<file path="config.mk">
export PLATFORM = sky130hd
export DESIGN_NAME = mem_access_unit
export DESIGN_NICKNAME = d
export VERILOG_FILES = /design/src/rtl/mem_access_unit.sv
export SDC_FILE = /design/constraint.sdc
export NUM_CORES = 1
export LEC_CHECK = 0
export ABC_AREA = 1
export CORE_MARGIN = 8
export CORE_UTILIZATION = 24
export CTS_CLUSTER_DIAMETER = 150
export CTS_CLUSTER_SIZE = 25
export DETAILED_ROUTE_END_ITERATION = 10
export REMOVE_ABC_BUFFERS = 1
export SETUP_SLACK_MARGIN = 0.3
export SYNTH_ARGS = -nofsm -noshare
export SYNTH_HDL_FRONTEND = slang
export SYNTH_SLANG_ARGS = --single-unit
</file>
<file path="constraint.sdc">
create_clock -name clk -period 1.4 [get_ports clk]
set_input_delay 0.21 -clock clk [delete_from_list [all_inputs] [get_ports clk]]
set_output_delay 0.21 -clock clk [all_outputs]
set_load 0.02 [all_outputs]
</file>
<file path="src/rtl/mem_access_unit.sv">
// Load/store unit between the EX stage and a single-outstanding request/ack bus.
// Checks alignment, builds byte enables and replicated store data, and extracts and extends load lanes.
module mem_access_unit #(
    parameter int unsigned TIMEOUT_CYC = 255
) (
    input  logic        clk,
    input  logic        rst_n,
    input  logic        cpu_en,
    input  logic        mem_flush,
    input  logic        ex_en,
    input  logic [3:0]  ex_mem_op,
    input  logic [31:0] ex_addr,
    input  logic [31:0] ex_store_data,
    output logic        bus_req,
    output logic        bus_we,
    output logic [31:0] bus_addr,
    output logic [3:0]  bus_be,
    output logic [31:0] bus_wdata,
    input  logic [31:0] bus_rdata,
    input  logic        bus_ack,
    output logic        mem_stall,
    output logic        ld_valid,
    output logic [31:0] ld_data,
    output logic [3:0]  exp_code
);

    typedef enum logic [1:0] {ST_IDLE, ST_BUS, ST_RESP} state_t;

    localparam logic [3:0] OP_LB  = 4'd1;
    localparam logic [3:0] OP_LH  = 4'd2;
    localparam logic [3:0] OP_LW  = 4'd3;
    localparam logic [3:0] OP_LBU = 4'd4;
    localparam logic [3:0] OP_LHU = 4'd5;
    localparam logic [3:0] OP_SH  = 4'd7;
    localparam logic [3:0] OP_SW  = 4'd8;
    localparam logic [7:0] TO_LAST = 8'(TIMEOUT_CYC - 1);

    state_t      state_q, state_d;
    logic        bus_req_q, bus_req_d;
    logic        bus_we_q, bus_we_d;
    logic [31:0] bus_addr_q, bus_addr_d;
    logic [3:0]  bus_be_q, bus_be_d;
    logic [31:0] bus_wdata_q, bus_wdata_d;
    logic        ld_valid_q, ld_valid_d;
    logic [31:0] ld_data_q, ld_data_d;
    logic [3:0]  exp_code_q, exp_code_d;
    logic [7:0]  cnt_q, cnt_d;
    logic [3:0]  op_q, op_d;
    logic [1:0]  off_q, off_d;
    logic        discard_q, discard_d;

    logic        op_valid, op_load, op_half, op_word, misaligned, accept;
    logic        load_q;
    logic [3:0]  be_new;
    logic [31:0] wdata_new, lane, ld_ext;

    always_comb begin
        op_valid   = (ex_mem_op >= 4'd1) && (ex_mem_op <= 4'd8);
        op_load    = (ex_mem_op >= OP_LB) && (ex_mem_op <= OP_LHU);
        op_half    = (ex_mem_op == OP_LH) || (ex_mem_op == OP_LHU) || (ex_mem_op == OP_SH);
        op_word    = (ex_mem_op == OP_LW) || (ex_mem_op == OP_SW);
        misaligned = (op_half && ex_addr[0]) || (op_word && (ex_addr[1:0] != 2'b00));
        accept     = ex_en && op_valid && (state_q == ST_IDLE) && !mem_flush;
        load_q     = (op_q >= OP_LB) && (op_q <= OP_LHU);
        if (op_word) begin
            be_new    = 4'b1111;
            wdata_new = ex_store_data;
        end else if (op_half) begin
            be_new    = 4'b0011 << ex_addr[1:0];
            wdata_new = {2{ex_store_data[15:0]}};
        end else begin
            be_new    = 4'b0001 << ex_addr[1:0];
            wdata_new = {4{ex_store_data[7:0]}};
        end
        lane = bus_rdata >> {off_q, 3'b000};
        case (op_q)
            OP_LB:   ld_ext = {{24{lane[7]}}, lane[7:0]};
            OP_LBU:  ld_ext = {24'd0, lane[7:0]};
            OP_LH:   ld_ext = {{16{lane[15]}}, lane[15:0]};
            OP_LHU:  ld_ext = {16'd0, lane[15:0]};
            default: ld_ext = lane;
        endcase
    end

    // Bus handshake: bus_req and its qualifiers stay stable until a one-cycle
    // bus_ack is sampled (or the timeout fires); the request drops on that edge.
    always_comb begin
        state_d     = state_q;
        bus_req_d   = bus_req_q;
        bus_we_d    = bus_we_q;
        bus_addr_d  = bus_addr_q;
        bus_be_d    = bus_be_q;
        bus_wdata_d = bus_wdata_q;
        ld_valid_d  = ld_valid_q;
        ld_data_d   = ld_data_q;
        exp_code_d  = exp_code_q;
        cnt_d       = cnt_q;
        op_d        = op_q;
        off_d       = off_q;
        discard_d   = discard_q;
        if (cpu_en) begin
            ld_valid_d = 1'b0;
            case (state_q)
                ST_IDLE: begin
                    if (accept) begin
                        if (misaligned) begin
                            exp_code_d = op_load ? 4'd4 : 4'd6;
                        end else begin
                            state_d     = ST_BUS;
                            bus_req_d   = 1'b1;
                            bus_we_d    = !op_load;
                            bus_addr_d  = {ex_addr[31:2], 2'b00};
                            bus_be_d    = be_new;
                            bus_wdata_d = wdata_new;
                            op_d        = ex_mem_op;
                            off_d       = ex_addr[1:0];
                            cnt_d       = 8'd0;
                            discard_d   = 1'b0;
                            exp_code_d  = 4'd0;
                        end
                    end
                end
                ST_BUS: begin
                    // A flush arriving on the final bus cycle still discards this op.
                    discard_d = discard_q | mem_flush;
                    if (bus_ack) begin
                        state_d   = ST_RESP;
                        bus_req_d = 1'b0;
                        if (load_q) begin
                            ld_data_d  = ld_ext;
                            ld_valid_d = !discard_d;
                        end
                    end else if (cnt_q == TO_LAST) begin
                        state_d   = ST_RESP;
                        bus_req_d = 1'b0;
                        if (!discard_d) begin
                            exp_code_d = load_q ? 4'd5 : 4'd7;
                        end
                    end else begin
                        cnt_d = cnt_q + 8'd1;
                    end
                end
                ST_RESP: begin
                    state_d   = ST_IDLE;
                    discard_d = 1'b0;
                end
                default: state_d = ST_IDLE;
            endcase
        end
    end

    always_ff @(posedge clk or negedge rst_n) begin
        if (!rst_n) begin
            state_q     <= ST_IDLE;
            bus_req_q   <= 1'b0;
            bus_we_q    <= 1'b0;
            bus_addr_q  <= 32'd0;
            bus_be_q    <= 4'b0000;
            bus_wdata_q <= 32'd0;
            ld_valid_q  <= 1'b0;
            ld_data_q   <= 32'd0;
            exp_code_q  <= 4'd0;
            cnt_q       <= 8'd0;
            op_q        <= 4'd0;
            off_q       <= 2'd0;
            discard_q   <= 1'b0;
        end else begin
            state_q     <= state_d;
            bus_req_q   <= bus_req_d;
            bus_we_q    <= bus_we_d;
            bus_addr_q  <= bus_addr_d;
            bus_be_q    <= bus_be_d;
            bus_wdata_q <= bus_wdata_d;
            ld_valid_q  <= ld_valid_d;
            ld_data_q   <= ld_data_d;
            exp_code_q  <= exp_code_d;
            cnt_q       <= cnt_d;
            op_q        <= op_d;
            off_q       <= off_d;
            discard_q   <= discard_d;
        end
    end

    assign mem_stall = ((state_q == ST_IDLE) && accept && !misaligned) || (state_q == ST_BUS);
    assign bus_req   = bus_req_q;
    assign bus_we    = bus_we_q;
    assign bus_addr  = bus_addr_q;
    assign bus_be    = bus_be_q;
    assign bus_wdata = bus_wdata_q;
    assign ld_valid  = ld_valid_q;
    assign ld_data   = ld_data_q;
    assign exp_code  = exp_code_q;

endmodule

</file>
==> metrics.txt <==
total number of yosys warnings 0; CP Capture Point bus_req; Crit path largest cell delay 0.59 ns; CTS max path bufs 2; core area 25100 µm²; clk sink count 121; Worst setup EP type flop; wire length of the first global-routing pass 38400 µm; root buf cell clkbuf_16; TNS Setup -25.86 ns; FF-to-FF Start state_q[1]; drc violations 0; # diodes 0; Tcrit/Tclk final 124%; Synth Instances 847; CP dominant cell by count nand2_1; TritonCTS clock tree done; CP Launch Point ex_addr[0]; failing checks negative setup slack; GP Congestion 0.820; Max-Slew Margin vs Limit 54.6%; Worst Path Required 1.69 ns; final setup vio count 118; Clk Latency, worst-skew pair 0.42 ns; fin cells 1567; largest net degree at the start of global routing 47; overall power 23.6 mW; slowest CP cell clkdlybuf4s50_1; Synth top area share 49.6%; Slew @ Worst Pin 0.674 ns; VDD IR-drop max 0.999 mV; vias in the first global route 7003; Post-layout nets 1332; family with the most delay on the worst path buffers and inverters; fin worst setup slack -0.340 ns; CP Cell Sequence clkdlybuf4s50_1, inv_1, nand2_1, nand2_1, nand2_4, buf_4, nor2_4, buf_6, buf_12, clkbuf_16, o21a_1; Routed Wire Length 25100 µm; depth of the most critical reg-to-reg path 12; synthesized area per cell 7.20 µm²; RSZ-0062 raised after global routing true; Initial Util 24.3%; Max Cap Viol 0; flop-to-flop setup slack -0.32 ns; Synth area leader dfrtp_1; Die H 175 µm; GR Overflow Total 0; synthesized cell area 6100 µm²; Via density 4.37; synth-to-layout area growth 94.8%; Ports 214; DRT iter0 DRCs 402; HPWL after DPL 16000 µm; clock-pin transition on the worst setup and hold timing paths 0.06 ns; top cells by area, synth dfrtp_1 (50%), nand2_1 (23%), nor2_1 (6.9%), o21ai_0 (3.4%), nand3_1 (3.0%); Crit Path Max Fanout 7; Final Max Tran Viols 0; Worst R2R End bus_wdata[10]; die area 30800 µm²; routed wire length per instance 16.0 µm; FF+latch count, synth 121; DRT Pass-1 Iters 5; clock skew 0.0172 ns; Max Fclk 575 MHz; Startpoint Class primary input; via count 6848; Hold Crit Class primary input to asynchronous set/reset pin; CTS Buf Count 17; Routed Antenna Nets 0; Worst Path Class, Setup primary input to flop; Buf/Inv on CP 6; Die X 175 µm; status finished, violations left; pwr/cell area 1990 nW/µm²; # rows 58; Final Hold Fails 0; critical path data arrival time 2.03 ns; Distinct cells, synth 28; Final min period 1.74 ns; I/O Buffers 210; final core utilization 47.3%; Crit. path cell count 11; GRT Util Overall 15.7%; H-tree levels 4; Pleak 5.98 nW; sequential fraction of the synthesis area 49.6%; share of cells above drive strength 1 39.9%; total of fill cells in the finished design 2441; placed cells 1432; initial antenna violation count 5
-- registers in the layout, summed over array words and instances, names as in the netlist --
| register | cells |
|---|---|
| bus_wdata | 32 |
| ld_data | 32 |
| bus_addr | 30 |
| cnt_q | 8 |
| bus_be | 4 |
| op_q | 4 |
| exp_code | 3 |
| off_q | 2 |
| state_q | 2 |
| bus_req | 1 |
| bus_we | 1 |
| discard_q | 1 |
| ld_valid | 1 |
-- cell usage after synthesis --
library cell and count:
a31oi_1 1, xnor2_1 1, nand3b_1 1, inv_2 4, nor2_1 112, conb_1 1
o211ai_1 5, nand4_1 10, buf_6 2, o21bai_1 2, buf_1 5, or2_2 14
nand2_2 3, a21oi_1 20, ha_1 2, nand3_2 1, o21ai_0 42, clkbuf_1 11
xor2_1 2, nand3_1 36, dfrtp_1 121, nor2_4 1, buf_4 5, o21a_1 1
buf_2 21, inv_1 34, o21ai_1 13, nand2_1 376
-- area by class of cell --
type / instances / area (µm²) / area share [%]
Clock buffer: 17 / 425 / 3.58
Timing Repair inverter: 1 / 20.0 / 0.168
Sequential cell: 121 / 3030 / 25.5
Tap cell: 330 / 413 / 3.47
Timing Repair Buffer: 399 / 4380 / 36.8
Clock inverter: 15 / 154 / 1.29
Inverter: 38 / 164 / 1.38
Multi-Input combinational cell: 646 / 3310 / 27.8
-- cells by family after synthesis --
kind of cell / Yosys count / share of synthesized area (%)
buffers and inverters: 82 / 6.03
other: 1 / 0.0615
and+or+nand+nor: 554 / 36.2
xor gates and xnor gates: 3 / 0.431
AOI/OAI and AO/OA: 84 / 7.24
DFF: 121 / 49.6
adders and majority gates: 2 / 0.410
-- through the flow --
stage                     cell area (µm²)  setup WS [ns]  hold WS, ns
after floorplan                      5880          -1.30      -0.0856
after global placement               9220         -0.608       0.0780
after detailed placement             9220         -0.633       0.0817
after CTS                           11100         -0.338        0.179
after global routing                11900         -0.447        0.200
final                               11900         -0.340        0.194
-- worst min path at each step --
stage               startpoint            to
floorplan                rst_n  bus_addr[10]
finish                   rst_n   ld_data[10]
global placement         rst_n    ld_data[0]
global route             rst_n   ld_data[10]
CTS                      rst_n    ld_data[0]
detailed placement       rst_n    ld_data[0]
-- report_power, final --
part	switching, mW	internal, mW	total [mW]	leakage (nW)
registers	1.25	5.10	6.35	1.54
clock network	1.88	2.51	4.39	0.276
logic	6.26	6.62	12.9	4.17
-- cells in the final DEF (no fill, tap or decap), drive strengths merged --
cell           count
conb               3
xnor2              1
buf              289
clkdlybuf4s50    100
or2               14
ha                 2
o21bai             2
a31oi              1
inv               47
dlygate4sd2        4
dlygate4sd3        1
clkinvlp           3
a21oi             20
nand3b             1
clkinv             3
o211ai             5
bufbuf             1
xor2               2
bufinv             1
nand2            379
o21a               1
clkbuf            21
nand3             37
dfrtp            121
nand4             10
o21ai             55
nor2             113
-- per-layer routing --
layer  vias up  GRT usage [%]  wire length, µm
met5         -              0               57
met4        10           3.14              197
met3        28           6.74             2160
met2       211           26.9            12100
met1      3198           17.9            10600
li1       3401              -                -
-- timing repair --
action                                  CTS  global route
endpoints found under the setup margin  226           226
setup buffers                            41            39
cloned                                   18             4
hold buffers                              1             0
pin swaps                                19            65
endpoints found under the hold margin   121             0
resized for setup                       738           135
No activity file was read; power rests on OpenSTA's default activity.
